--- config.mk ---
export PLATFORM = sky130hd
export DESIGN_NAME = argmax_stream
export DESIGN_NICKNAME = d
export VERILOG_FILES = /design/src/rtl/argmax_stream.sv
export SDC_FILE = /design/constraint.sdc
export NUM_CORES = 1
export LEC_CHECK = 0
export CORE_ASPECT_RATIO = 1.75
export CORE_MARGIN = 5
export CORE_UTILIZATION = 45
export DETAILED_ROUTE_END_ITERATION = 7
export DONT_BUFFER_PORTS = 1
export SYNTH_ARGS = -nofsm -noshare
export SYNTH_HDL_FRONTEND = slang
export SYNTH_SLANG_ARGS = --single-unit
--- constraint.sdc ---
create_clock -name clk -period 3.6 [get_ports clk]
set_input_delay 0.36 -clock clk [delete_from_list [all_inputs] [get_ports clk]]
set_output_delay 0.36 -clock clk [all_outputs]
set_load 0.05 [all_outputs]
--- src/rtl/argmax_stream.sv ---
// Streaming argmax over NUM_CLASSES signed scores, one per beat.
// Define ARGMAX_TOP2_EN to add runner-up index/value and margin outputs.
module argmax_stream #(
  parameter int DATA_W      = 20,
  parameter int NUM_CLASSES = 10,
  parameter int IDX_W       = $clog2(NUM_CLASSES)
) (
  input  logic                     clk,
  input  logic                     rst_n,
  input  logic                     in_valid,
  output logic                     in_ready,
  input  logic signed [DATA_W-1:0] in_data,
  input  logic                     in_last,
  output logic                     out_valid,
  input  logic                     out_ready,
  output logic [IDX_W-1:0]         max_idx,
  output logic signed [DATA_W-1:0] max_val,
  output logic                     count_err
`ifdef ARGMAX_TOP2_EN
  ,
  output logic [IDX_W-1:0]         second_idx,
  output logic signed [DATA_W-1:0] second_val,
  output logic [DATA_W:0]          margin
`endif
);

  localparam logic [1:0] IDLE  = 2'd0;
  localparam logic [1:0] ACCUM = 2'd1;
  localparam logic [1:0] DONE  = 2'd2;

  localparam logic [IDX_W-1:0] LAST_K = IDX_W'(NUM_CLASSES - 1);
  localparam logic [IDX_W-1:0] ONE    = IDX_W'(1);

  logic [1:0]       state;
  logic [IDX_W-1:0] cnt;
  logic [IDX_W-1:0] k;
  logic             first;
  logic             accept;
  logic             terminal;
  logic             err;
  logic             gt_max;

  logic signed [DATA_W-1:0] upd_val;
  logic [IDX_W-1:0]         upd_idx;

  assign in_ready = rst_n && (state != DONE);
  assign accept   = in_valid && in_ready;
  assign first    = (state == IDLE);
  assign k        = first ? '0 : cnt;
  assign terminal = in_last || (k == LAST_K);
  // short frame (early last) or unmarked frame (no last at final slot)
  assign err      = in_last ^ (k == LAST_K);
  assign gt_max   = in_data > max_val;

  // next running maximum; strict compare keeps the lowest index on ties
  always_comb begin
    upd_val = max_val;
    upd_idx = max_idx;
    if (first) begin
      upd_val = in_data;
      upd_idx = '0;
    end else if (gt_max) begin
      upd_val = in_data;
      upd_idx = k;
    end
  end

`ifdef ARGMAX_TOP2_EN
  localparam logic signed [DATA_W-1:0] MIN_VAL =
    {1'b1, {(DATA_W-1){1'b0}}};

  logic signed [DATA_W-1:0] upd_sval;
  logic [IDX_W-1:0]         upd_sidx;

  // runner-up: displaced max, or any beat beating the current second
  always_comb begin
    upd_sval = second_val;
    upd_sidx = second_idx;
    if (first) begin
      upd_sval = MIN_VAL;
      upd_sidx = '0;
    end else if (gt_max) begin
      upd_sval = max_val;
      upd_sidx = max_idx;
    end else if (in_data > second_val) begin
      upd_sval = in_data;
      upd_sidx = k;
    end
  end

  // runner-up registers, updated on every accepted beat
  always_ff @(posedge clk or negedge rst_n) begin
    if (!rst_n) begin
      second_val <= '0;
      second_idx <= '0;
    end else if (accept) begin
      second_val <= upd_sval;
      second_idx <= upd_sidx;
    end
  end

  assign margin = {max_val[DATA_W-1], max_val}
                - {second_val[DATA_W-1], second_val};
`endif

  // frame FSM, beat counter and registered result
  always_ff @(posedge clk or negedge rst_n) begin
    if (!rst_n) begin
      state     <= IDLE;
      cnt       <= '0;
      out_valid <= 1'b0;
      max_idx   <= '0;
      max_val   <= '0;
      count_err <= 1'b0;
    end else begin
      case (state)
        IDLE, ACCUM: begin
          if (accept) begin
            max_val <= upd_val;
            max_idx <= upd_idx;
            if (terminal) begin
              state     <= DONE;
              out_valid <= 1'b1;
              count_err <= err;
              cnt       <= '0;
            end else begin
              state <= ACCUM;
              cnt   <= k + ONE;
            end
          end
        end
        DONE: begin
          if (out_ready) begin
            state     <= IDLE;
            out_valid <= 1'b0;
          end
        end
        default: begin
          state     <= IDLE;
          out_valid <= 1'b0;
        end
      endcase
    end
  end

endmodule

==> results.env, run 1 <==
RUN_STATUS='completed'
CP.REQUIRED_PS=3760
POST_SYNTH_NUM_CELL_TYPES=36
RR_WORST_DEPTH=8
GRT_BUSIEST_LAYER='met2'
SETUP_CRIT_START_KIND='flip-flop'
WORST_SETUP_PATH_END_KIND='flip-flop'
CLOCK_INSERTION_DELAY_WORST_SKEW_PS=280
CLOCK-ROOT-BUFFER='clkbuf_8'
YS_TOP_CELLS_BY_COUNT='dfrtp_1 (32), inv_1 (26), ha_1 (23), nand2_1 (23), mux2_4 (20)'
R2R_SETUP_SLACK_PS=770
POST_SYNTH_INST_COUNT=192
VIAS=1419
DESIGN_AREA_UM2=2225
NUMBER_OF_ANTENNA_VIOLATIONS_AT_THE_FIRST_CHECK_IN_GLOBAL_ROUTING=0
TIMING.CLOCK.SKEW_PS=6.479
MAXCLOCKFREQUENCY_GHz=0.3532
GLOBALPLACE.CONGESTION=0.8330
DPL.HPWL_MM=3.460
TIMING.FINAL.MAX_SLEW_VIOLATIONS=0
CRIT_ARRIVAL_PS=3000
RSZ0062_AT_GRT='no'
DETAILEDROUTE.FIRSTPASSITERATIONCOUNT=4
LAYOUT.CELLS.NON_FILLER=249
CRITICAL-PATH-SLOWEST-CELL='dfrtp_1'
HOLD_START='in_data[17]'
DIODES=0
CLOCK_TREE.HTREE_LEVEL_COUNT=2
TRACK_USAGE_PCT=15.43
GRT.MET2_USAGE_PCT=28.55
PATH_CLK_SLEW_PS=70
CTS_INSERTED_BUFFERS=5
SYNTH_AREA_LEADERS='dfrtp_1 (39%), mux2_4 (15%), ha_1 (14%), inv_1 (4.7%), nand2_1 (4.2%)'
HP-CLASS='input pin to flip-flop'
DRIVE_ABOVE_1_SHARE_PCT=19.19
CRITICAL_PATH.TOP_DELAY_FAMILY='compound AO/OA/AOI/OAI gates'
ASYNC_RESET_FF_SHARE_PCT=100.0
POWER.TOTAL_mW=2.052
FINAL.MIN_CLOCK_PERIOD_PS=2832
MAX-VDD-IR-DROP_V=0.0005650
PRE_CTS_WS_PS=785.4
POWER_LEAKAGE_nW=1.114
ANTENNA_LEFT=0
DIE_HEIGHT_UM=99.74
SYNTHFLOPTYPE='dfrtp_1'
NUMBER_OF_DESIGN_RULE_VIOLATIONS_LEFT_BY_THE_FIRST_DETAILED_ROUTER_ITERATION=53
WORSTPATHMAXFANOUT=20
MAX-SLEW-MARGIN-REL_PCT=28.16
SEQUENTIAL_CELL_AREA_UM2=800.8
GLOBAL_ROUTE.USAGE.MET1_PCT=14.43
MAXCAPVIOLATIONS=0
YOSYS_WARNINGS=0
PLACEDCELLCOUNT=239
INITIAL_UTILIZATION_PCT=46.59
MAPPEDNETLISTAREA_UM2=2071
YOSYS.CELL_COUNT.TOP_TYPE='dfrtp_1'
FINAL_HOLD_VIOL_COUNT=0
FIN_UTIL_PCT=50.06
SYNTH_ENABLE_FLOP_CELLS=0
WORST_PIN_SLEW_PS=1075
PLACE_AREA_UM2=2083
CRITICAL_PATH.REG2REG.ENDPOINT='max_val[15]'
CLOCK-SINKS=32
FP-ROW-COUNT=32
YOSYS_REGISTER_BITS=32
PLACE.PORT_BUFFERS=0
HOLD_PATH_END='max_val[17]'
HOLD_SLACK_PS=222.2
FILLER_CELL_COUNT=438
WORSTPATHCELLLIST='inv_1, ha_1, nand4_1, nor2_1, o211ai_1, a311o_1, o311a_4, mux2_4'
SETUP_VIOL=0
DRC=0
DIEAREA_UM2=6112
AREA_OCCUPIED_BY_MULTI_INPUT_GATES_UM2=1121
GRT_START_MAX_NET_PINS=33
AREA.GROWTH.SYNTH_TO_FINAL_PCT=7.432
GRT_FIRST_PASS_WIRELENGTH_MM=7.086
CORE-AREA_UM2=4444
FINALSETUPTNS_PS=0
CRIT_BUF_INV=1
NUM_IO_PINS=52
VIA_PER_INST=5.699
DETAIL_ROUTE.WL_PER_CELL_UM=17.32
GLOBALROUTEMET3UTIL_PCT=5.974
SYNTH_TOP_CELL_BY_AREA='dfrtp_1'
TRITONCTS='built'
YS_SEQ_AREA_SHARE_PCT=38.67
TOTAL_CONGESTION_OVERFLOW=0
POWER-PER-CELL-AREA_nW_PER_UM2=922.2
TIMING.CRITICAL_PATH.SLOWEST_CELL_DELAY_PS=660
CTS_BUFFER_DEPTH=2
CRITICAL_PATH_CLASS='flip-flop to flip-flop'
AREA_SHARE_OF_THE_LEADING_CELL_TYPE_IN_THE_SYNTHESIZED_NETLIST_PCT=38.67
POST_SYNTHESIS_MEAN_INSTANCE_AREA_UM2=10.79
SYNTH.NET_COUNT=240
FINALWIRELENGTH_MM=4.313
CRIT-REG2REG-LAUNCH='max_val[19]'
WORST_SLACK_PS=768.4
CTS_REPAIR_RESIZE_COUNT=0
HOLD_PATH_DEPTH=1
NNETSFINAL=245
TIMING.FINAL.CRIT_SHARE_PCT=78.65
DIE_X_UM=61.28
NUMBER_OF_GLOBAL_ROUTE_VIAS_BEFORE_REPAIR=1573
## power by group
part           switching (mW)  leakage, nW  total, mW  internal, mW
logic                   0.300        0.667      0.658         0.358
clock network           0.133       0.0541      0.337         0.205
registers               0.576        0.393       1.06         0.480
total                    1.01         1.11       2.05          1.04
## layout by cell type (no fill, tap or decap), types with 2 or more instances in the layout
cell type / n
inv_1: 26
nand2b_1: 2
a31oi_1: 3
dfrtp_1: 32
o21ai_0: 6
ha_1: 23
nor3_2: 2
nand2_1: 23
o31ai_1: 3
a21oi_1: 11
nor2_1: 7
mux2_4: 20
nand3_1: 4
nand4_1: 2
mux2i_1: 4
a21o_1: 3
clkbuf_8: 5
## cell families after synthesis
| kind of cell | share of synthesized area, % |
|---|---|
| adder cells (fa/ha/maj) | 13.90 |
| flip-flops | 38.67 |
| AO/OA/AOI/OAI | 10.45 |
| buffers and inverters | 7.190 |
| AND/OR/NAND/NOR | 12.81 |
| multiplexers | 16.98 |
## worst max-delay path by stage
stage                     start     endpoint  slack, ps  cells past startpoint
floorplan           max_val[10]   max_val[0]       1060                      9
global placement    max_val[10]   max_val[2]        850                      8
detailed placement  max_val[19]   max_val[8]        790                      8
CTS                 max_val[10]  max_val[15]        770                      8
global route         max_val[7]  max_val[15]        620                      8
finish              max_val[19]  max_val[15]        770                      8
## area by class of cell
type                    instances  share of cell area, %
flip-flops and latches         32                  36.00
clock buffers                   5                  3.093
clock inverters                 3                  1.912
inverters                      26                  4.387
well taps                      51                  2.868
multi-input cells             130                  50.39
repair buffers                  2                  1.350
## registers in the layout, summed over array words and instances (netlist names)
register,flops
cnt,4
count_err,1
max_idx,4
max_val,20
out_valid,1
state,2
## layer usage
layer	part of all wire, %	wire (µm)	up-vias
met5	0	0	-
met4	1.9	80	0
met3	8.1	351	8
met2	57	2442	43
met1	33	1438	699
li1	-	-	669
## repair_timing
action                                 4_1_cts  5_1_grt
endpoints found under the hold margin       32        0
hold buffers                                 2        0
buffers inserted                             0        0
Power figures use the tool's default switching activity.
==> run 2: changes to the inputs <==
==> constraint.sdc (replaced) <==
create_clock -name clk -period 2.76 [get_ports clk]
set_input_delay 0.276 -clock clk [delete_from_list [all_inputs] [get_ports clk]]
set_output_delay 0.276 -clock clk [all_outputs]
set_load 0.05 [all_outputs]
==> run 2 against run 1 <==
  * Critical path depth stayed put
  * Worst setup slack got worse by 420 ps
  * Largest cell class unchanged
  * Sequential power fell by 27%
  * Fmax increased by 17%
==> results.env, run 2 (synthesis results as in run 1) <==
CRITICAL_PATH_CLASS='flip-flop to flip-flop'
INITIAL_UTILIZATION_PCT=46.59  # unchanged
DIODES=0  # unchanged
PLACE.PORT_BUFFERS=0  # unchanged
NUMBER_OF_DESIGN_RULE_VIOLATIONS_LEFT_BY_THE_FIRST_DETAILED_ROUTER_ITERATION=63  # +19%
GRT_START_MAX_NET_PINS=33  # unchanged
NUMBER_OF_ANTENNA_VIOLATIONS_AT_THE_FIRST_CHECK_IN_GLOBAL_ROUTING=0  # unchanged
HP-CLASS='input pin to flip-flop'
POWER_FRAC_SEQ_PCT=27.3  # -24 points
PATH_CLK_SLEW_PS=70  # about the same
TRITONCTS='built'
CLOCK-SINKS=32  # unchanged
FP-ROW-COUNT=32  # unchanged
MAX-SLEW-MARGIN-REL_PCT=67.23  # +39 points
HOLD_SLACK_PS=138.7  # -83.51 ps
GRT.MET2_USAGE_PCT=29.36  # +0.82 points
FIN_UTIL_PCT=53.13  # +3.1 points
GLOBAL_ROUTE.USAGE.MET1_PCT=15.64  # +1.2 points
MAX_FLOP_REGISTER='max_val'
CP.REQUIRED_PS=2920  # -840 ps
FINAL_CELL_MIX='dfrtp_1 (32), inv_1 (26), nand2_1 (23), ha_1 (23), buf_4 (21)'
RSZ0062_AT_GRT='no'
WORSTPATHCELLLIST='inv_1, ha_1, nand4_2, nor3_1, o211ai_1, nand3_1, o311a_4, mux2_4'
TIMING.CRITICAL_PATH.SLOWEST_CELL_DELAY_PS=480  # -180 ps
LARGEST_REGISTER_FF_COUNT=20  # unchanged
DIEAREA_UM2=6112  # unchanged
NUM_IO_PINS=52  # unchanged
DETAIL_ROUTE.WL_PER_CELL_UM=16.54  # -4.5%
DIE_X_UM=61.28  # unchanged
INTERNAL-POWER_mW=1.499  # +44%
ANTENNA_LEFT=0  # unchanged
GRT_BUSIEST_LAYER='met2'
RUN_STATUS='completed'
CLOCK_TREE.HTREE_LEVEL_COUNT=2  # unchanged
CLOCK_INSERTION_DELAY_WORST_SKEW_PS=280  # about the same
FINAL_HOLD_VIOL_COUNT=0  # unchanged
TIMING.CLOCK.SKEW_PS=5.733  # -0.7460 ps
MOSTFREQUENTLAYOUTCELL='dfrtp_1'
TIMING.FINAL.MAX_SLEW_VIOLATIONS=0  # unchanged
DRC=0  # unchanged
CRITICAL_PATH.TOP_DELAY_FAMILY='compound AO/OA/AOI/OAI gates'
WORST_PIN_SLEW_PS=491.5  # -583.8 ps
MAX-VDD-IR-DROP_V=0.0007403  # +31%
DESIGN_AREA_UM2=2361  # +6.1%
PLACE_AREA_UM2=2241  # +7.6%
DIE_HEIGHT_UM=99.74  # unchanged
FINAL.MIN_CLOCK_PERIOD_PS=2414  # -417.3 ps
P_SW_SHARE_PCT=47.44  # -1.7 points
NUMBER_OF_GLOBAL_ROUTE_VIAS_BEFORE_REPAIR=1617  # +2.8%
CTS_REPAIR_RESIZE_COUNT=0  # unchanged
PORTION_OF_TOTAL_POWER_ATTRIBUTED_TO_THE_CLOCK_NETWORK_PCT=13.0  # -3.4 points
VIAS=1493  # +5.2%
MAXCAPVIOLATIONS=0  # unchanged
GRT_FIRST_PASS_WIRELENGTH_MM=7.403  # +4.5%
AREA.GROWTH.SYNTH_TO_FINAL_PCT=14.02
CRITICAL-PATH-SLOWEST-CELL='o311a_4'
CTS_BUFFER_DEPTH=2  # unchanged
DETAILEDROUTE.FIRSTPASSITERATIONCOUNT=4  # unchanged
FINALSETUPTNS_PS=0  # unchanged
CLOCK-ROOT-BUFFER='clkbuf_8'
WORSTPATHMAXFANOUT=20  # unchanged
GLOBALROUTEMET3UTIL_PCT=5.974  # unchanged
SETUP_VIOL=0  # unchanged
POWER_LEAKAGE_nW=1.207  # +8.3%
DRIVE_ABOVE_1_SHARE_PCT=26.03  # +6.8 points
GLOBALPLACE.CONGESTION=0.8179  # -1.8%
COMBINATIONAL_POWER_SHARE_PCT=59.7  # +28 points
POWER-PER-CELL-AREA_nW_PER_UM2=1208  # +31%
TRACK_USAGE_PCT=16.09  # +0.66 points
POWER.SWITCHING_mW=1.353  # +34%
CRIT_ARRIVAL_PS=2580  # -420 ps
WORST_SETUP_PATH_END_KIND='flip-flop'
SETUP_CRIT_START_KIND='flip-flop'
MAXCLOCKFREQUENCY_GHz=0.4142  # +17%
CORE-AREA_UM2=4444  # unchanged
CTS_INSERTED_BUFFERS=5  # unchanged
TIMING.FINAL.CRIT_SHARE_PCT=87.47  # +8.8 points
NNETSFINAL=266  # +8.6%
FINALWIRELENGTH_MM=4.465  # +3.5%
CRIT_BUF_INV=1  # unchanged
DPL.HPWL_MM=3.548  # +2.5%
VIA_PER_INST=5.530  # -3.0%
TOTAL_CONGESTION_OVERFLOW=0  # unchanged
REG_TOP3='max_val x20, cnt x4, max_idx x4'
run 2: cell count changes in the layout (fill, tap and decap cells not counted), sizes merged:
cell / delta
buf: +21
clkbuf: +3
bufinv: -1
clkinv: -1
clkinvlp: -1
run 2: power groups by stage:
stage / Sequential (mW) / Clock (mW) / Combinational, mW
after floorplan: 1.33 / 0 / 0.765
after global placement: 0.777 / 0 / 1.66
after detailed placement: 0.787 / 0 / 1.70
after CTS: 0.782 / 0.387 / 1.72
after global routing: 0.802 / 0.409 / 1.83
final: 0.778 / 0.371 / 1.70
run 2: worst paths after layout:
kind                                     to  startpoint  cells after the start  slack [ps]
min in group asynchronous       max_val[14]       rst_n                      2         460
worst max-delay path            max_val[12]  max_val[9]                      8         350
worst max register to register  max_val[12]  max_val[9]                      8         350
worst min register to register       cnt[3]      cnt[3]                      1         520
worst min-delay path             max_val[6]  in_data[6]                      1         140
max in group asynchronous        max_idx[2]       rst_n                      2        2130
run 2: through the flow:
stage	power, mW	worst slack (ps)	cells
floorplan	2.098	224.6	192
global placement	2.433	426.4	260
detailed placement	2.490	367.3	260
CTS	2.892	336.6	270
global route	3.043	199.2	270
finish	2.852	345.8	270
run 2: worst reg2reg max path, cell delays in order, from the launching register on:
cell and delay [ps]:
dfrtp_1 350, inv_1 50, ha_1 310, nand4_2 140, nor3_1 290, o211ai_1 200
nand3_1 130, o311a_4 480, mux2_4 350
run 2: final cells by class:
cell class                      count  area [µm²]
Clock buffer                        8       90.09
Multi-Input combinational cell    130        1121
Inverter                           26       97.59
Fill cell                         408        2083
Timing Repair Buffer               23       187.7
Sequential cell                    32       800.8
Tap cell                           51       63.81
run 2: per-layer routing:
metal	wire length, µm	vias to the layer above
li1	-	713
met5	0	-
met4	91	0
met3	380	11
met2	2479	50
met1	1514	719
run 2: timing repair:
action	CTS	global route
endpoints found under the hold margin	32	0
hold buffers	2	0
setup buffers	0	0
